==> config.mk <==
export PLATFORM = sky130hd
export DESIGN_NAME = commit_trace_capture_flat
export DESIGN_NICKNAME = d
export VERILOG_FILES = /design/src/rtl/trace_pkg.sv /design/src/rtl/commit_trace_capture_if.sv /design/src/rtl/trace_fifo_2w1r.sv /design/src/rtl/commit_trace_capture.sv /design/src/flat_wrapper.sv
export SDC_FILE = /design/constraint.sdc
export NUM_CORES = 1
export LEC_CHECK = 0
export CORE_ASPECT_RATIO = 1.1
export CORE_UTILIZATION = 25
export CTS_BUF_LIST = sky130_fd_sc_hd__clkbuf_8 sky130_fd_sc_hd__clkbuf_16
export CTS_CLUSTER_DIAMETER = 40
export CTS_CLUSTER_SIZE = 8
export DETAILED_ROUTE_END_ITERATION = 12
export DONT_BUFFER_PORTS = 1
export PLACE_DENSITY = 0.5
export RECOVER_POWER = 100
export SYNTH_ARGS = -nofsm -noshare
export SYNTH_HDL_FRONTEND = slang
export SYNTH_SLANG_ARGS = --single-unit
==> constraint.sdc <==
create_clock -name clk -period 18.65 [get_ports clk]
set_clock_uncertainty 0.05 [all_clocks]
set_input_delay 2.7975 -clock clk [delete_from_list [all_inputs] [get_ports clk]]
set_output_delay 2.7975 -clock clk [all_outputs]
set_load 0.02 [all_outputs]
==> src/rtl/trace_pkg.sv <==
// Shared types for the commit trace capture block.
//   trace_kind_t : record type carried on out_kind
//   trace_rec_t  : record layout at the default 16-bit timestamp width
//   DROP_MAX     : saturation value of the drop counter
package trace_pkg;

   typedef enum logic [1:0] {
      TR_REG     = 2'd0,
      TR_MEM_WR  = 2'd1,
      TR_MEM_RD  = 2'd2,
      TR_MEM_ERR = 2'd3
   } trace_kind_t;

   localparam int TS_W_DEF = 16;

   typedef struct packed {
      trace_kind_t           kind;
      logic [8:0]            idx;
      logic [31:0]           data;
      logic [TS_W_DEF-1:0]   ts;
   } trace_rec_t;

   localparam logic [15:0] DROP_MAX = 16'hFFFF;

endpackage

==> src/rtl/commit_trace_capture_if.sv <==
// Observation and trace-stream bundle between the core, the capture block
// and the downstream logger.
//   master : core/logger side -- drives observations and out_ready
//   slave  : capture block    -- consumes observations, presents records
interface commit_trace_capture_if #(
   parameter int TS_W = 16
);
   logic                    reg_write_sig;
   logic [4:0]              reg_num;
   logic [31:0]             reg_data;
   logic                    wr;
   logic                    rd;
   logic [8:0]              addr;
   logic [31:0]             wr_data;
   logic [31:0]             rd_data;

   logic                    out_valid;
   logic                    out_ready;
   trace_pkg::trace_kind_t  out_kind;
   logic [8:0]              out_idx;
   logic [31:0]             out_data;
   logic [TS_W-1:0]         out_ts;

   modport master (
      output reg_write_sig, reg_num, reg_data, wr, rd, addr, wr_data, rd_data,
      output out_ready,
      input  out_valid, out_kind, out_idx, out_data, out_ts
   );

   modport slave (
      input  reg_write_sig, reg_num, reg_data, wr, rd, addr, wr_data, rd_data,
      input  out_ready,
      output out_valid, out_kind, out_idx, out_data, out_ts
   );
endinterface

==> src/rtl/trace_fifo_2w1r.sv <==
// First-word fall-through FIFO with two write ports and one read port.
//   clk, reset     : clock, async active-low reset (empties the FIFO)
//   push0, din0    : first write of the cycle
//   push1, din1    : second write, lands behind din0; only used with push0
//   pop            : consume the head entry
//   dout, valid    : head entry (zero when empty), non-empty flag
//   count          : occupancy, 0..DEPTH
// The caller guarantees pushes never exceed the free space.
module trace_fifo_2w1r #(
   parameter int DEPTH = 16,
   parameter int W     = 8
) (
   input  logic                   clk,
   input  logic                   reset,
   input  logic                   push0,
   input  logic                   push1,
   input  logic [W-1:0]           din0,
   input  logic [W-1:0]           din1,
   input  logic                   pop,
   output logic [W-1:0]           dout,
   output logic                   valid,
   output logic [$clog2(DEPTH):0] count
);
   localparam int PTR_W = $clog2(DEPTH);
   localparam int CNT_W = PTR_W + 1;

   logic [W-1:0]     mem_q [DEPTH];
   logic [PTR_W-1:0] wr_ptr_q, wr_ptr_d;
   logic [PTR_W-1:0] rd_ptr_q, rd_ptr_d;
   logic [PTR_W-1:0] wr_addr1;
   logic [CNT_W-1:0] count_q, count_d;
   logic             pop_ok;

   always_comb begin
      pop_ok   = pop && (count_q != '0);
      wr_addr1 = wr_ptr_q + PTR_W'(1);
      wr_ptr_d = wr_ptr_q + PTR_W'(push0) + PTR_W'(push1);
      rd_ptr_d = rd_ptr_q + PTR_W'(pop_ok);
      count_d  = count_q + CNT_W'(push0) + CNT_W'(push1) - CNT_W'(pop_ok);
   end

   always_ff @(posedge clk or negedge reset) begin
      if (!reset) begin
         wr_ptr_q <= '0;
         rd_ptr_q <= '0;
         count_q  <= '0;
      end else begin
         wr_ptr_q <= wr_ptr_d;
         rd_ptr_q <= rd_ptr_d;
         count_q  <= count_d;
      end
   end

   // Storage needs no reset: occupancy alone decides what is visible.
   always_ff @(posedge clk) begin
      if (push0) mem_q[wr_ptr_q] <= din0;
      if (push1) mem_q[wr_addr1] <= din1;
   end

   assign valid = (count_q != '0);
   assign dout  = valid ? mem_q[rd_ptr_q] : '0;
   assign count = count_q;

endmodule

==> src/rtl/commit_trace_capture.sv <==
// Synthesizable commit trace capture. Turns per-cycle register writeback
// and data-memory observations into timestamped records and streams them
// out over valid/ready.
//   clk, reset : clock, async active-low reset
//   tif        : observation inputs and record output stream (slave side)
//   overflow   : sticky, set once any record has been dropped
//   drop_cnt   : saturating number of dropped records
module commit_trace_capture
   import trace_pkg::*;
#(
   parameter int DEPTH     = 16,
   parameter int TS_W      = 16,
   parameter bit FILTER_X0 = 1'b1
) (
   input  logic                   clk,
   input  logic                   reset,
   commit_trace_capture_if.slave  tif,
   output logic                   overflow,
   output logic [15:0]            drop_cnt
);
   localparam int CNT_W = $clog2(DEPTH) + 1;

   typedef struct packed {
      trace_kind_t      kind;
      logic [8:0]       idx;
      logic [31:0]      data;
      logic [TS_W-1:0]  ts;
   } rec_t;

   localparam int REC_W = $bits(rec_t);

   logic [TS_W-1:0]  ts_q, ts_d;
   logic             overflow_q, overflow_d;
   logic [15:0]      drop_cnt_q, drop_cnt_d;

   logic             reg_ev, mem_ev;
   trace_kind_t      mem_kind;
   rec_t             reg_rec, mem_rec, rec0, rec1, head;
   logic [REC_W-1:0] head_bits;
   logic [1:0]       n_ev, n_drop;
   logic             push0, push1, pop, fifo_valid;
   logic [CNT_W-1:0] count, free;
   logic [16:0]      drop_sum;

   always_comb begin
      reg_ev = tif.reg_write_sig && !(FILTER_X0 && (tif.reg_num == 5'd0));
      mem_ev = tif.wr || tif.rd;

      if (tif.wr && tif.rd) mem_kind = TR_MEM_ERR;
      else if (tif.wr)      mem_kind = TR_MEM_WR;
      else                  mem_kind = TR_MEM_RD;

      reg_rec = '{kind: TR_REG, idx: {4'd0, tif.reg_num}, data: tif.reg_data, ts: ts_q};
      mem_rec = '{kind: mem_kind, idx: tif.addr,
                  data: (tif.rd && !tif.wr) ? tif.rd_data : tif.wr_data, ts: ts_q};

      n_ev = {1'b0, reg_ev} + {1'b0, mem_ev};

      // A pop in this cycle makes its slot available to this cycle's pushes.
      pop  = fifo_valid && tif.out_ready;
      free = CNT_W'(DEPTH) - count + CNT_W'(pop);

      // Writeback belongs to the older instruction, so the reg record always
      // takes the first slot; with one slot left the mem record is the one lost.
      push0  = (n_ev != 2'd0) && (free != '0);
      push1  = (n_ev == 2'd2) && (free >= CNT_W'(2));
      rec0   = reg_ev ? reg_rec : mem_rec;
      rec1   = mem_rec;
      n_drop = n_ev - {1'b0, push0} - {1'b0, push1};

      ts_d       = ts_q + TS_W'(1);
      overflow_d = overflow_q || (n_drop != 2'd0);
      drop_sum   = {1'b0, drop_cnt_q} + 17'(n_drop);
      drop_cnt_d = (drop_sum > {1'b0, DROP_MAX}) ? DROP_MAX : drop_sum[15:0];
   end

   always_ff @(posedge clk or negedge reset) begin
      if (!reset) begin
         ts_q       <= '0;
         overflow_q <= 1'b0;
         drop_cnt_q <= '0;
      end else begin
         ts_q       <= ts_d;
         overflow_q <= overflow_d;
         drop_cnt_q <= drop_cnt_d;
      end
   end

   trace_fifo_2w1r #(
      .DEPTH (DEPTH),
      .W     (REC_W)
   ) u_fifo (
      .clk   (clk),
      .reset (reset),
      .push0 (push0),
      .push1 (push1),
      .din0  (rec0),
      .din1  (rec1),
      .pop   (pop),
      .dout  (head_bits),
      .valid (fifo_valid),
      .count (count)
   );

   assign head          = rec_t'(head_bits);
   assign tif.out_valid = fifo_valid;
   assign tif.out_kind  = head.kind;
   assign tif.out_idx   = head.idx;
   assign tif.out_data  = head.data;
   assign tif.out_ts    = head.ts;
   assign overflow      = overflow_q;
   assign drop_cnt      = drop_cnt_q;

endmodule
==> src/flat_wrapper.sv <==
// flat-port wrapper written by rule: the top's interface ports become plain ports
module commit_trace_capture_flat import trace_pkg::*;
#(
   parameter int DEPTH     = 16,
   parameter int TS_W      = 16,
   parameter bit FILTER_X0 = 1'b1
)
  (clk, reset, overflow, drop_cnt, tif_reg_write_sig, tif_reg_num, tif_reg_data, tif_wr, tif_rd, tif_addr, tif_wr_data, tif_rd_data, tif_out_ready, tif_out_valid, tif_out_kind, tif_out_idx, tif_out_data, tif_out_ts);
  commit_trace_capture_if #(.TS_W(TS_W)) tif_i ();
  input  logic clk;
  input  logic reset;
  output logic overflow;
  output logic [15:0] drop_cnt;
  input wire logic [$bits(tif_i.reg_write_sig)-1:0] tif_reg_write_sig;
  input wire logic [$bits(tif_i.reg_num)-1:0] tif_reg_num;
  input wire logic [$bits(tif_i.reg_data)-1:0] tif_reg_data;
  input wire logic [$bits(tif_i.wr)-1:0] tif_wr;
  input wire logic [$bits(tif_i.rd)-1:0] tif_rd;
  input wire logic [$bits(tif_i.addr)-1:0] tif_addr;
  input wire logic [$bits(tif_i.wr_data)-1:0] tif_wr_data;
  input wire logic [$bits(tif_i.rd_data)-1:0] tif_rd_data;
  input wire logic [$bits(tif_i.out_ready)-1:0] tif_out_ready;
  output wire logic [$bits(tif_i.out_valid)-1:0] tif_out_valid;
  output wire logic [$bits(tif_i.out_kind)-1:0] tif_out_kind;
  output wire logic [$bits(tif_i.out_idx)-1:0] tif_out_idx;
  output wire logic [$bits(tif_i.out_data)-1:0] tif_out_data;
  output wire logic [$bits(tif_i.out_ts)-1:0] tif_out_ts;
  assign tif_i.reg_write_sig = tif_reg_write_sig;
  assign tif_i.reg_num = tif_reg_num;
  assign tif_i.reg_data = tif_reg_data;
  assign tif_i.wr = tif_wr;
  assign tif_i.rd = tif_rd;
  assign tif_i.addr = tif_addr;
  assign tif_i.wr_data = tif_wr_data;
  assign tif_i.rd_data = tif_rd_data;
  assign tif_i.out_ready = tif_out_ready;
  assign tif_out_valid = tif_i.out_valid;
  assign tif_out_kind = tif_i.out_kind;
  assign tif_out_idx = tif_i.out_idx;
  assign tif_out_data = tif_i.out_data;
  assign tif_out_ts = tif_i.out_ts;
  commit_trace_capture #(.DEPTH(DEPTH), .TS_W(TS_W), .FILTER_X0(FILTER_X0)) u_core (.clk(clk), .reset(reset), .tif(tif_i), .overflow(overflow), .drop_cnt(drop_cnt));
endmodule
==> metrics.txt, run 1 <==
sum of negative setup slack 0 ns; CTS tree done; Placeable Area 186300 sq um; Post-Syn Area 46980 sq um; Iteration-0 DRC Markers 1777; total gr overflow 0; DRC errors left 0; detail-routed via count per cell a little under 5; CTS Sinks 990; fraction of registers with async set/reset 4.646%; cell taking the most area after synthesis edfxtp_1; gpl congestion around 0.73; total of max-cap violations 60; Yosys reg bits 990; most common library cell in the layout ignoring fill and taps edfxtp_1; first-pass GRT wire length about 200000 microns; Worst EP arrival roughly 12 ns; Synth Flop Type edfxtp_1; share of cells above drive strength 1 21.97%; Slew Limit Fails 1785; Post-layout nets 2840; Pwr Density 167.1 nW/um^2; worst skew pair latency 0.79 ns; H-tree Lvls 4; pin count of the biggest net entering global routing approximately 110; Slew headroom -426.4%; Final setup viols 0; CP required ~19 ns; port bufs 0; WL final roughly 140000 microns; minimum clock period 12.36 ns; vias in the first global route about 27000; most frequent cells in the layout 944 x edfxtp_1, 661 x mux2i_1, 236 x mux4_2; main combinational cell family by area after synthesis multiplexers; routed len/inst 27.53 microns; cells after synthesis 2684; Starting Density between 20 and 30%; Non-Filler Instances 5238; Crit Path Max Fanout 40; P&R area growth vs syn 15.63%; Max Freq 0.08092 GHz; simple-gate portion of the synthesized area 1.356%; DR vias 25276; register area share after synthesis 62.80%; failing checks max-capacitance violations, max-slew violations; Adder-Cell Fraction of Synth Area 0.6392%; CP endpoint kind register; Mean Syn Cell Area 17.50 sq um; Slew @ Worst Pin 7.896 ns; Post-CTS Repair Setup Buffers 0; Post-CTS Resized 0; synth warn 0; 1st-pass router iterations 7; CTS root buf clkbuf_16; Total Routing Usage GR 15.08%; critical path class input port to register; cts hold-fix bufs 0; number of routed nets with antenna violations 0; Rows 166; DP HPWL 76530 microns; Ports 193; leak pwr about 21 nW; Hold WC Path Type register to register; clk slew on worst S/H paths 0.05 ns; Synth cell types 52; crit share post-route roughly two thirds; RSZ-0062 raised after global routing false; synth top area cells edfxtp_1 60%, mux2i_1 14%, mux4_2 11%; VDD IR max 0.0001541 V; run status finished, violations left; Synth Net Count 2821; area of the die 189600 sq um; Placed Cells incl. Taps 4975; initial antenna violation count 3; Post-synth EDFFs 944; post-synth top area share between 60% and 70%; Die X 415.3 microns; TritonCTS buffer count 162; Worst setup SP type input port; Clock Tree Buf Depth 3; mux cell area share after synthesis 28.25%; Final Hold Fails 0; post-synthesis compound-gate area fraction approximately 3.4%; die height 456.6 microns; XOR/XNOR Fraction of Synth Area less than 1%
## synthesized netlist by cell type, drive strengths merged, types with 5 or more instances
master  count
xor2       16
nand3      14
o31ai      19
a21boi     80
mux4      236
mux2      118
a21oi      21
ha         16
clkbuf    147
dfrtp      46
o21ai      11
mux2i     662
o41ai       6
o22ai      59
nand2      27
xnor2      17
buf       109
inv        49
nor3        7
nand4       5
fa          5
edfxtp    944
nor2b       7
nand2b      8
nor2       24
## final timing paths
path / slack, ns / startpoint / depth (start not counted) / endpoint
setup / recovery: 6.29 / tif_out_ready / 9 / u_core.u_fifo.mem_q[13][20]
hold / removal: 0.46 / u_core.u_fifo.rd_ptr_q[3] / 1 / u_core.u_fifo.rd_ptr_q[3]
setup reg to reg: 6.87 / u_core.u_fifo.count[3] / 12 / u_core.u_fifo.mem_q[13][20]
hold reg to reg: 0.46 / u_core.u_fifo.rd_ptr_q[3] / 1 / u_core.u_fifo.rd_ptr_q[3]
max in group asynchronous: 16.74 / reset / 0 / u_core.ts_q[0]
min in group asynchronous: 1.67 / reset / 0 / u_core.ts_q[1]
## logic make-up (layout without fill, tap and decap cells)
| group | after synthesis | after routing |
|---|---|---|
| muxes | 1016 | 1016 |
| DFF | 990 | 990 |
| buffers and inverters | 305 | 420 |
| AOI/OAI and AO/OA | 201 | 201 |
| and+or+nand+nor | 118 | 118 |
| xor gates and xnor gates | 33 | 33 |
| adders and majority gates | 21 | 21 |
| other | 0 | 3 |
## state kept, by name, indices dropped and copies added, names as in the netlist
signal / cells
u_core.u_fifo.mem_q: 944
u_core.drop_cnt: 16
u_core.ts_q: 16
u_core.u_fifo.count: 5
u_core.u_fifo.rd_ptr_q: 4
u_core.u_fifo.wr_ptr_q: 4
u_core.overflow: 1
## metal layers
layer / global-route usage, % / part of all wire (%) / up-vias
met3: 3.207 / 5.2 / 219
met2: 25.30 / 50 / 668
met1: 19.04 / 42 / 13589
li1: - / - / 10800
met4: 5.436 / 2.8 / 0
met5: 0 / 0 / -
## stage by stage
step	total power, W	util (%)	setup WS [ns]	hold slack, ns	area [sq um]
after floorplan	0.005320	-	7.429	0.4084	46980
after global placement	0.006363	26.79	11.09	0.4881	49910
after detailed placement	0.006387	26.79	11.04	0.4933	49910
after CTS	0.009163	29.44	10.47	0.5062	54860
after global routing	0.009471	29.15	5.705	0.4682	54320
final	0.009078	29.15	6.292	0.4597	54320
## area by class of cell
| class | instances | area [sq um] |
|---|---|---|
| Inverter | 49 | 183.9 |
| Sequential cell | 990 | 29510 |
| Fill cell | 18414 | 132000 |
| Multi-Input combinational cell | 1389 | 16010 |
| Timing Repair Buffer | 111 | 610.6 |
| Antenna cell | 3 | 7.507 |
| Clock buffer | 165 | 4095 |
| Clock inverter | 95 | 848.3 |
| Tap cell | 2436 | 3048 |
## critical path, stage by stage
cell	delay [ns]
nand2_1	0.13
ha_1	0.29
inv_1	0.06
ha_1	0.18
or4b_1	0.45
o311a_1	0.46
o31ai_1	2.48
o21ai_0	3.46
clkbuf_1	1.93
## power by group
group / switching [W] / internal [W]
Sequential: 0.000209 / 0.00309
Combinational: 0.00190 / 0.00113
Clock: 0.00107 / 0.00168
No activity file was read; power rests on OpenSTA's default activity.
==> run 2, diff against run 1 <==
clock period = 12.5 ns   (was 18.65 ns; I/O delays follow)
==> metrics.txt, run 2 (same netlist as run 1, synthesis figures left out) <==
most frequent cells in the layout 944 x edfxtp_1, 661 x mux2i_1, 236 x mux4_2; Total Routing Usage GR 15.06% (-0.016 points); Finished Core Util 29.24% (+0.084 points); Final Hold Fails 0 (unchanged); FF-to-FF Start u_core.u_fifo.count[3]; area of the die 189600 sq um (unchanged); Max Freq ~0.11 GHz; TritonCTS buffer count 165 (+1.9%); Worst setup SP type register; crit share post-route 74.01%; worst-case hold path end point u_core.u_fifo.rd_ptr_q[3]; P&R area growth vs syn 15.96%; hold_sp u_core.u_fifo.rd_ptr_q[3]; die height 456.6 microns (unchanged); Largest register FFs 944 (unchanged); Post-CTS Resized 0 (unchanged); Placeable Area 186300 sq um (unchanged); CP endpoint kind output pin; detail-routed via count per cell 4.817 (-0.18%); Final setup viols 0 (unchanged); Rows 166 (unchanged); number of routed nets with antenna violations 0 (unchanged); filler instances 18380 (-0.18%); initial antenna violation count 2 (-1); DR vias 25303 (+0.11%); Slew headroom -211.0% (+220 points); vias in the first global route 26849 (-0.16%); sum of negative setup slack 0 ns (unchanged); worst r2r dst u_core.u_fifo.mem_q[7][55]; worst r2r path cells 14 (+2); Slew @ Worst Pin 4.666 ns (-3.231 ns); clk slew on worst S/H paths 0.05 ns (about the same); WL final 144200 microns (about the same); run status finished, violations left; Post-layout nets 2852 (+0.42%); Pwr Density 247.8 nW/um^2 (+48%); 1st-pass router iterations 5 (-2); gpl congestion 0.7261 (-0.66%); Clock Tree Buf Depth 3 (unchanged); CTS Sinks 990 (unchanged); CTS tree done; Post-CTS Repair Setup Buffers 0 (unchanged); count of cells along the worst hold path 1 (unchanged); leak pwr 21.38 nW (+0.56%); routed len/inst 27.44 microns (-0.32%); Worst R2R Setup Slack 3.31 ns (-3.56 ns); first-pass GRT wire length 205000 microns (+0.12%); DP HPWL 78080 microns (+2.0%); CTS root buf clkbuf_16; pin count of the biggest net entering global routing 104 (-7.1%); Worst EP arrival 7.33 ns (-4.97 ns); Crit Path Max Fanout 34 (-15%); DRC errors left 0 (unchanged); port bufs 0 (unchanged); Hold WC Path Type register to register; Die X 415.3 microns (unchanged); RSZ-0062 raised after global routing false; Iteration-0 DRC Markers 1950 (+9.7%); worst skew pair latency 0.78 ns (about the same); H-tree Lvls 4 (unchanged); critical path class register to output pin; total of max-cap violations 53 (-12%); most common library cell in the layout ignoring fill and taps edfxtp_1; CP required 10.57 ns (-8.02 ns); share of cells above drive strength 1 22.73% (+0.76 points); Slew Limit Fails 1508 (-16%); cts hold-fix bufs 0 (unchanged); WHS 0.4657 ns (+0.005947 ns); minimum clock period 9.251 ns; total gr overflow 0 (unchanged); Starting Density 25.21% (unchanged); Ports 193 (unchanged); failing checks max-capacitance violations, max-slew violations; Reg with most FFs u_core.u_fifo.mem_q; VDD IR max 0.0002179 V (+41%)
==> run 2: cell types whose count changed in the layout (fill, tap and decap cells not counted), sizes merged <==
cell	change
clkbuf	+1
clkinvlp	-3
inv	-1
clkinv	+9
bufinv	-2
buf	+13
diode	-2
==> run 2: metal layers <==
| layer | vias to the layer above | routed length [microns] | GRT usage [%] |
|---|---|---|---|
| met1 | 13646 | 60140 | 18.83 |
| met4 | 0 | 4095 | 5.487 |
| met5 | - | 0 | 0 |
| li1 | 10827 | - | - |
| met3 | 180 | 7491 | 3.116 |
| met2 | 650 | 72430 | 25.54 |
==> run 2: power breakdown <==
part	switching, W	total (W)	internal (W)
clock	0.00159	0.00412	0.00253
sequential	0.000325	0.00490	0.00457
combinational	0.00282	0.00448	0.00166
==> run 2: worst max path at each step <==
stage,startpoint,to,slack [ns],depth (start not counted)
global placement,tif_out_ready,u_core.drop_cnt[13],5.50,17
CTS,u_core.u_fifo.rd_ptr_q[0],tif_out_idx[2],5.46,6
global route,u_core.u_fifo.count[3],u_core.u_fifo.mem_q[8][8],2.94,15
detailed placement,tif_out_ready,u_core.drop_cnt[13],5.49,17
floorplan,tif_reg_num[3],u_core.u_fifo.mem_q[14][0],2.20,10
finish,u_core.u_fifo.count[3],tif_out_idx[4],3.25,8
==> run 2: final cells by class <==
cell class	instances	area (sq um)	area share, %
flip-flops and latches	990	29510	54.17
multi-input cells	1389	16070	29.50
clock buffers	170	4243	7.789
well taps	2436	3048	5.595
clock inverters	98	750.7	1.378
repair buffers	120	669.4	1.229
inverters	49	183.9	0.3377
diodes	1	2.502	0.004594
==> run 2: critical path, cell delays in order (launching register included) <==
cell	delay, ns
dfrtp_1	0.45
inv_1	0.11
ha_1	0.19
nand3_1	0.08
clkbuf_1	0.32
nand2_1	1.43
clkbuf_1	2.45
o22ai_1	1.09
clkbuf_1	0.36
==> run 2: through the flow <==
stage,std cells,worst slack [ns],instance area [sq um],total power [W]
floorplan,2684,2.201,46980,0.007938
global placement,4984,5.501,49960,0.009499
detailed placement,4984,5.489,49960,0.009526
CTS,5252,5.460,54950,0.01369
global route,5253,2.935,54470,0.01410
finish,5253,3.249,54470,0.01350
==> run 3, diff against run 2 <==
ABC_AREA = 1   (was default)
clock period = 8.6 ns   (was 12.5 ns; I/O delays follow)
==> metrics.txt, run 3 <==
P_int 0.01306 W (+49%); Yosys reg bits 990 (unchanged); list of most frequent post-synthesis cells 2796 x nand2_1, 944 x edfxtp_1, 656 x nand3_1; die height 490.1 microns (+7.3%); Crit. Startpoint tif_reg_num[1]; cells after synthesis 6498 (+140%); Die X 445.7 microns (+7.3%); Post-CTS Resized 0 (unchanged); initial antenna violation count 6 (+4); met3 WL 17720 microns (+140%); CP required 8.96 ns (-1.61 ns); Final setup viols 0 (unchanged); post-synth top area share 52.35% (-8.0 points); uppermost layer routed met4; Worst setup SP type input port; Synth Flop Type edfxtp_1; Seq pwr share 31.0% (-5.3 points); number of routed nets with antenna violations 0 (unchanged); Total Routing Usage GR 19.17% (+4.1 points); Post-synth EDFFs 944 (unchanged); RSZ-0062 raised after global routing false; Placeable Area 214500 sq um (+15%); WL final 215100 microns (+49%); clk slew on worst S/H paths 0.05 ns (about the same); Reg with most FFs u_core.u_fifo.mem_q; met1 WL 85780 microns (+43%); CTS root buf clkbuf_16; fraction of registers with async set/reset 4.646% (unchanged); H-tree Lvls 4 (unchanged); most frequent cells in the layout 2792 x nand2_1, 944 x edfxtp_1, 664 x nand3_1; synth top area cells edfxtp_1 52%, nand2_1 19%, nand4_1 6.9%; worst skew pair latency 0.82 ns (+0.04 ns); sum of negative setup slack 0 ns (unchanged); Synth Net Count 6635 (+140%); Slew headroom -206.4% (+4.6 points); gpl congestion 0.7787 (+7.2%); register area 29510 sq um (about the same); port bufs 0 (unchanged); Logic pwr share 38.7% (+5.5 points); minimum clock period ~7.5 ns; final setup margin 1.138 ns (-2.111 ns); cell taking the most area after synthesis edfxtp_1; multi-input logic area 19870 sq um (+24%); Clock Power Share 30.3% (-0.2 points); Non-Filler Instances 9214 (+75%); P&R area growth vs syn 13.66%; Iteration-0 DRC Markers 5205 (+170%); Final Hold Fails 0 (unchanged); vias in the first global route 44211 (+65%); Post-layout nets 6321 (+120%); FF-to-FF Start u_core.u_fifo.count[2]; Place WS 2.191 ns (-3.298 ns); cts hold-fix bufs 0 (unchanged); share of cells above drive strength 1 6.763% (-16 points); Post-CTS Repair Setup Buffers 0 (unchanged); DR WL met2 100800 microns (+39%); DR vias 46443 (+84%); Net Switching 0.01006 W (+110%); 1st-pass router iterations 6 (+1); worst r2r dst u_core.u_fifo.mem_q[10][4]; Crit Path Max Fanout 52 (+53%); CTS Sinks 990 (unchanged); CTS tree done; pin count of the biggest net entering global routing 179 (+72%); Clock Tree Buf Depth 3 (unchanged); first-pass GRT wire length 310000 microns (+51%); Hold WC Path Type input port to async pin; most common cell in the netlist nand2_1; synth warn 0 (unchanged); most common library cell in the layout ignoring fill and taps nand2_1; Rows 178 (+7.2%); leak pwr 26.66 nW (+25%); worst r2r path cells 15 (+1); Slew Limit Fails 1680 (+11%); DP HPWL 104500 microns (+34%); VDD IR max 0.0002533 V (+16%); Largest register FFs 944 (unchanged); failing checks max-capacitance violations, max-slew violations; routed len/inst 23.34 microns (-15%); run status finished, violations left; total gr overflow 0 (unchanged); crit share post-route 86.77%; total of max-cap violations 31 (-42%); Post-Syn Area 54140 sq um (+15%); critical path class input port to register; Synth cell types 28 (-46%); Worst EP arrival 7.82 ns (+0.49 ns); TritonCTS buffer count 181 (+9.7%); Mean Syn Cell Area 8.332 sq um (-52%); DRC errors left 0 (unchanged); Starting Density 25.25% (+0.031 points); Placed Cells incl. Taps 8881 (+78%); Sw Ratio 43.50% (+8.4 points); filler instances 22585 (+23%); Ports 193 (unchanged); Worst R2R Setup Slack 1.30 ns (-2.01 ns); detail-routed via count per cell 5.040 (+4.6%); Finished Core Util 28.69% (-0.54 points); area of the die 218400 sq um (+15%); register area share after synthesis 54.48% (-8.3 points); Pwr Density 375.7 nW/um^2 (+52%); Slew @ Worst Pin 4.596 ns (-0.06925 ns); Max Freq approximately 0.13 GHz; CP endpoint kind register
-- run 3: cell types whose count changed in the layout (fill, tap and decap cells not counted), moves of 110 or more --
cell,previous run,this run
mux2i_1,661,0
nand2_1,27,2792
mux2_2,110,0
inv_1,87,565
a21oi_1,21,159
nand3_1,14,664
mux4_2,236,0
nand4_1,5,598
-- run 3: critical path: stages --
cell	delay, ns
nor2_1	0.23
nand4_1	0.16
nand2_1	0.16
inv_4	0.49
ha_2	1.22
nand3_4	1.09
nand2_1	1.87
clkbuf_2	1.18
-- run 3: logic make-up (layout without fill, tap and decap cells) --
logic type / after synthesis / count (layout) / share of synthesized area (%)
other cells: 0 / 5 / 0
fa+ha+maj: 21 / 21 / 0.5546
compound gates: 170 / 170 / 1.581
buf+inv: 1109 / 940 / 8.959
xor+xnor: 29 / 29 / 0.4691
flops: 990 / 990 / 54.48
simple gates: 4179 / 4179 / 33.96
-- run 3: power by group through the flow --
stage | registers (W) | logic [W] | clock network [W]
floorplan | 0.00703 | 0.00579 | 0
detailed placement | 0.00721 | 0.00890 | 0
global route | 0.00725 | 0.00962 | 0.00730
global placement | 0.00719 | 0.00882 | 0
finish | 0.00717 | 0.00894 | 0.00701
CTS | 0.00713 | 0.00892 | 0.00709
-- run 3: worst max-delay path by stage --
| stage | endpoint | depth (start not counted) |
|---|---|---|
| detailed placement | u_core.u_fifo.mem_q[6][36] | 8 |
| global route | u_core.u_fifo.mem_q[8][1] | 15 |
| finish | u_core.u_fifo.mem_q[10][4] | 8 |
| global placement | u_core.u_fifo.mem_q[6][36] | 8 |
| CTS | tif_out_data[0] | 8 |
| floorplan | u_core.drop_cnt[12] | 24 |
-- run 3: metal layers --
metal | track usage [%] | vias to the layer above
met2 | 31.19 | 2255
li1 | - | 21024
met4 | 9.450 | 0
met3 | 3.652 | 529
met1 | 24.21 | 22635
met5 | 0 | -
-- run 3: stage by stage --
step / area (sq um) / hold slack (ns) / power (W)
2_1_floorplan: 54140 / 0.4231 / 0.01282
3_3_place_gp: 55880 / 0.4838 / 0.01602
3_5_place_dp: 55880 / 0.4882 / 0.01611
4_1_cts: 61820 / 0.06437 / 0.02314
5_1_grt: 61540 / 0.08411 / 0.02417
6_report: 61540 / 0.1310 / 0.02312
-- run 3: final cells by class --
cell class	instances	share of cell area [%]
clock inverter	140	2.112
clock buffer	188	7.535
sequential	990	47.96
antenna	5	0.02033
timing repair buffer	85	0.9820
inverter	527	3.259
tap	2880	5.855
multi-input combinational	4399	32.28
